<file path="config.mk">
export PLATFORM = sky130hd
export DESIGN_NAME = fetch_unit
export DESIGN_NICKNAME = d
export VERILOG_FILES = /design/src/rtl/fetch_unit.sv
export SDC_FILE = /design/constraint.sdc
export NUM_CORES = 1
export LEC_CHECK = 0
export BUFFER_PORTS_ARGS = -buffer_cell sky130_fd_sc_hd__buf_4
export CAP_MARGIN = 5
export CORE_MARGIN = 2
export CORE_UTILIZATION = 55
export DETAILED_ROUTE_END_ITERATION = 10
export PLACE_DENSITY = 0.83
export SYNTH_ARGS = -nofsm -noshare
export SYNTH_HDL_FRONTEND = slang
export SYNTH_SLANG_ARGS = --single-unit
</file>
<file path="constraint.sdc">
create_clock -name clk -period 4.2 [get_ports clk]
set_clock_uncertainty 0.1 [all_clocks]
set_input_delay 0.84 -clock clk [delete_from_list [all_inputs] [get_ports clk]]
set_output_delay 0.84 -clock clk [all_outputs]
set_load 0.005 [all_outputs]
</file>
<file path="src/rtl/fetch_unit.sv">
// Instruction fetch front end: credit-limited request issue, in-order response
// capture into a fetch queue, and redirect handling that drops stale responses.
module fetch_unit #(
    parameter int                  ARCH_LEN  = 32,
    parameter int                  INST_LEN  = 32,
    parameter logic [ARCH_LEN-1:0] BOOT_ADDR = '0,
    parameter int                  FQ_DEPTH  = 4
) (
    input  logic                clk,
    input  logic                rst,
    output logic                imem_req_valid,
    output logic [ARCH_LEN-1:0] imem_req_addr,
    input  logic                imem_req_ready,
    input  logic                imem_rsp_valid,
    input  logic [INST_LEN-1:0] imem_rsp_data,
    input  logic                redirect_valid,
    input  logic [ARCH_LEN-1:0] redirect_pc,
    input  logic                stall_in,
    output logic                inst_valid_out,
    output logic [INST_LEN-1:0] inst_out,
    output logic [ARCH_LEN-1:0] inst_pc_out,
    output logic [1:0]          dbg_state
);

    // Handshakes: a request transfers on a cycle where imem_req_valid && imem_req_ready;
    // a response is consumed on every cycle imem_rsp_valid is high (no back-pressure);
    // the queue head transfers to decode when inst_valid_out && !stall_in.

    typedef enum logic [1:0] {
        BOOT  = 2'd0,
        RUN   = 2'd1,
        DRAIN = 2'd2
    } state_t;

    localparam int PTR_W = (FQ_DEPTH > 1) ? $clog2(FQ_DEPTH) : 1;
    localparam int CNT_W = PTR_W + 1;
    localparam logic [CNT_W-1:0]    DEPTH_C = CNT_W'(FQ_DEPTH);
    localparam logic [INST_LEN-1:0] NOP     = INST_LEN'(32'h0000_0013);

    state_t              state;
    logic [ARCH_LEN-1:0] fetch_pc;
    logic [CNT_W-1:0]    outstanding;
    logic [CNT_W-1:0]    drop_cnt;
    logic [CNT_W-1:0]    q_cnt;
    logic [PTR_W-1:0]    q_rd;
    logic [PTR_W-1:0]    q_wr;
    logic [PTR_W-1:0]    rp_rd;
    logic [PTR_W-1:0]    rp_wr;
    logic [INST_LEN-1:0] inst_q [FQ_DEPTH];
    logic [ARCH_LEN-1:0] pc_q   [FQ_DEPTH];
    logic [ARCH_LEN-1:0] rp_q   [FQ_DEPTH];

    logic                issue;
    logic                push;
    logic                pop;
    logic                dropping;
    logic [CNT_W-1:0]    out_after;
    logic [CNT_W:0]      credit_used;

    // Queue entries plus in-flight requests never exceed the queue depth, so a
    // response always has a slot even when decode is stalled.
    assign credit_used    = {1'b0, q_cnt} + {1'b0, outstanding};
    assign imem_req_valid = (state == RUN) && !redirect_valid &&
                            (credit_used < {1'b0, DEPTH_C});
    assign imem_req_addr  = fetch_pc;
    assign issue          = imem_req_valid && imem_req_ready;

    assign out_after = outstanding - CNT_W'(imem_rsp_valid);
    assign dropping  = (drop_cnt != '0);
    assign push      = imem_rsp_valid && !redirect_valid && !dropping;
    assign pop       = inst_valid_out && !stall_in && !redirect_valid;

    assign inst_valid_out = (q_cnt != '0);
    assign inst_out       = inst_valid_out ? inst_q[q_rd] : NOP;
    assign inst_pc_out    = inst_valid_out ? pc_q[q_rd] : '0;
    assign dbg_state      = state;

    always_ff @(posedge clk) begin
        if (rst) begin
            state       <= BOOT;
            fetch_pc    <= BOOT_ADDR;
            outstanding <= '0;
            drop_cnt    <= '0;
            q_cnt       <= '0;
            q_rd        <= '0;
            q_wr        <= '0;
            rp_rd       <= '0;
            rp_wr       <= '0;
        end else begin
            outstanding <= outstanding + CNT_W'(issue) - CNT_W'(imem_rsp_valid);

            // Request-PC FIFO tracks every in-flight request, dropped or not,
            // so it is never flushed by a redirect.
            if (issue) begin
                rp_q[rp_wr] <= fetch_pc;
                rp_wr       <= rp_wr + PTR_W'(1);
            end
            if (imem_rsp_valid) begin
                rp_rd <= rp_rd + PTR_W'(1);
            end

            if (redirect_valid) begin
                fetch_pc <= {redirect_pc[ARCH_LEN-1:2], 2'b00};
                q_cnt    <= '0;
                q_rd     <= '0;
                q_wr     <= '0;
                drop_cnt <= out_after;
                state    <= (out_after != '0) ? DRAIN : RUN;
            end else begin
                if (issue) begin
                    fetch_pc <= fetch_pc + ARCH_LEN'(4);
                end
                if (push) begin
                    inst_q[q_wr] <= imem_rsp_data;
                    pc_q[q_wr]   <= rp_q[rp_rd];
                    q_wr         <= q_wr + PTR_W'(1);
                end
                if (pop) begin
                    q_rd <= q_rd + PTR_W'(1);
                end
                q_cnt <= q_cnt + CNT_W'(push) - CNT_W'(pop);
                if (imem_rsp_valid && dropping) begin
                    drop_cnt <= drop_cnt - CNT_W'(1);
                end
                case (state)
                    BOOT:    state <= RUN;
                    DRAIN:   if (imem_rsp_valid && drop_cnt == CNT_W'(1)) state <= RUN;
                    default: state <= state;
                endcase
            end
        end
    end

endmodule

</file>
==> metrics.md <==
| Metric | Value |
|---|---|
| Status | complete, no violations |
| Fmax | 298 MHz |
| Worst Tran Pin Value | 1.12 ns |
| Hold buffers post-CTS | 0 |
| WP data arrival | 2.42 ns |
| Final net count | 1198 |
| R2R depth | 12 |
| Clk root buf | clkbuf_16 |
| Most frequent cell after synthesis | edfxtp_1 |
| Min-delay worst type | in -> reg |
| Worst-path cell chain | buf_12 > mux4_2 > nor2b_1 > buf_4 |
| CP endpoint kind | output port |
| Cell family with most CP delay | flip-flops |
| Unrepaired setup endpoints after global routing | no |
| Layout cells sized above 1 | 31.5% |
| Top Usage Layer GRT | met2 |
| WL/cell | 22.1 µm |
| Num Clock Sinks | 421 |
| Worst path max stage delay | 0.72 ns |
| Gr ovfl total | 0 |
| Critical path depth | 4 |
| Number of H-tree levels | 2 |
| Final Max Tran Viols | 0 |
| Leakage | 6.67 nW |
| Setup TNS | 0 ns |
| Period minus WS final | 3.36 ns |
| GR Util met2 | 36.4% |
| I/O pins | 170 |
| Sequential fraction of the synthesis area | 72.5% |
| Antenna Cells | 0 |
| Global-route wire length before repair | 51800 µm |
| Worst-Skew Late Latency | 0.53 ns |
| Placement Cell Area | 18500 µm² |
| Top cells by instance count after synthesis | 368 x edfxtp_1, 92 x mux4_2, 62 x nor2b_1 |
| Met3 Use GR | 4.48% |
| Antenna Nets Post-Route | 0 |
| Row count | 63 |
| Slew margin rel. | 25.3% |
| Setup bufs post-CTS | 0 |
| Critical Path RT | 3.26 ns |
| Total power draw | 8.92 mW |
| Synth unique cells | 51 |
| Via count | 9020 |
| WHS Path Cells | 1 |
| CTS Buf Count | 42 |
| Tot GR Track Use | 21.6% |
| Max IR drop VDD | 284 µV |
| Area share of the largest cell type after synthesis | 66.1% |
| P&R area growth vs syn | 18.9% |
| CTS tree | done |
| Final HPWL DP | 20400 µm |
| Pwr per Cell Area | 449 nW/µm² |
| Hold Fails Final Rpt | 0 |
| Pre-Repair DR Iteration Count | 5 |
| Routed WL | 33800 µm |
| Crit Path Class | reg -> out |
| Core Box Area | 29800 µm² |
| Die ar. | 31800 µm² |
| Drt drc | 0 |
| Area contributors post-synth | edfxtp_1 66%, mux4_2 12%, dfxtp_1 6.3% |
| Design Area, Final | 19900 µm² |
| Slowest CP cell | dfxtp_4 |
| Final critical-path share of the clock period | 79.9% |
| Vias in the first global route | 9081 |
| Mapped Area | 16700 µm² |
| Avg Cell Area, Syn | 18.0 µm² |
| Final setup viols | 0 |
| Synth warn | 0 |
| CTS max path bufs | 3 |
| Post_cts resized | 0 |
| Die Ht | 178 µm |
| Count of flip-flops with a built-in enable after synthesis | 368 |
| Maximum net fanout on the critical path | 28 |
| Vias per inst | 5.90 |
| CP Launch Type | flip-flop |
| Worst-path clk slew | 0.06 ns |
| Synthesis-stage register bit count | 421 |
| Mapped Cells | 926 |
| Die width | 178 µm |
| Initial core utilization | 56.1% |
| Ys async rst share | 0% |
| Ys flop type | edfxtp_1 |
| Gpl congestion | 0.832 |
| Iteration-0 DRC Markers | 785 |
| Post-synth top area cell | edfxtp_1 |
| Largest net degree at the start of global routing | 64 |
| Critical path buffers and inverters | 2 |
| Initial antenna violation count | 0 |
| Global-route track usage on met1 | 29.5% |
| Max-Cap Viols | 0 |
| I/O Buffers | 163 |
==> cell usage in the layout (no fill, tap or decap), types with 7 or more instances in the layout <==
cell type	n
clkinv_1	7
buf_12	12
edfxtp_1	368
and4_1	8
o21ai_0	17
buf_4	174
and2_1	12
nand2_1	35
nor2_1	32
ha_1	20
a31oi_1	16
clkbuf_16	43
clkbuf_1	8
nor2b_1	62
a21oi_1	24
clkinv_2	10
nand3_1	12
inv_1	18
mux4_2	92
xnor2_1	11
dfxtp_1	49
nand4_1	10
==> logic make-up (layout without fill, tap and decap cells) <==
| kind of cell | after synthesis | in the layout | synth area share [%] |
|---|---|---|---|
| flip-flops | 421 | 421 | 72.5 |
| AND/OR/NAND/NOR | 212 | 212 | 7.10 |
| multiplexers | 96 | 96 | 12.7 |
| AO/OA/AOI/OAI | 86 | 86 | 3.27 |
| buffers and inverters | 72 | 281 | 1.89 |
| adder cells (fa/ha/maj) | 22 | 22 | 1.74 |
| XOR/XNOR | 16 | 16 | 0.839 |
| other | 1 | 4 | 0.0224 |
==> through the flow <==
stage          utilization, %  std cells  hold WS (ns)  setup WS (ns)
2_1_floorplan               -        929         0.369          0.584
3_3_place_gp             62.2       1452         0.387           1.02
3_5_place_dp             62.2       1452         0.404          0.970
4_1_cts                  66.7       1528         0.379          0.769
5_1_grt                  66.7       1528         0.390          0.686
6_report                 66.7       1528         0.401          0.843
==> final cells by class <==
type | instances | area (µm²)
clock inverter | 24 | 220
fill | 1927 | 9920
multi-input combinational | 436 | 4310
clock buffer | 52 | 1120
timing repair buffer | 186 | 1550
sequential | 421 | 12100
tap | 390 | 488
inverter | 19 | 71.3
==> layer usage <==
metal | vias to the layer above | routed length (µm)
met1 | 4572 | 13600
li1 | 4034 | -
met3 | 39 | 2660
met5 | - | 0
met4 | 0 | 498
met2 | 375 | 17000
==> flip-flops by register name (all words and copies together) (netlist names), 3 cells and up, named ones only <==
name	flops
inst_q	128
pc_q	120
rp_q	120
imem_req_addr	30
drop_cnt	3
outstanding	3
q_cnt	3
==> final timing paths <==
kind / startpoint / to / slack (ns)
max: flip-flop / inst_pc_out[15] / 0.84
min: imem_rsp_data[3] / inst_q[1][3] / 0.40
max reg2reg: q_cnt[2] / outstanding[2] / 1.45
min reg2reg: rp_wr[1] / rp_wr[1] / 0.41
==> where the power goes <==
| group | switching [mW] | internal [mW] | leakage (nW) |
|---|---|---|---|
| logic | 0.251 | 0.276 | 2.23 |
| clock network | 1.50 | 2.14 | 0.658 |
| registers | 0.112 | 4.65 | 3.78 |
No activity file was read; power rests on OpenSTA's default activity.
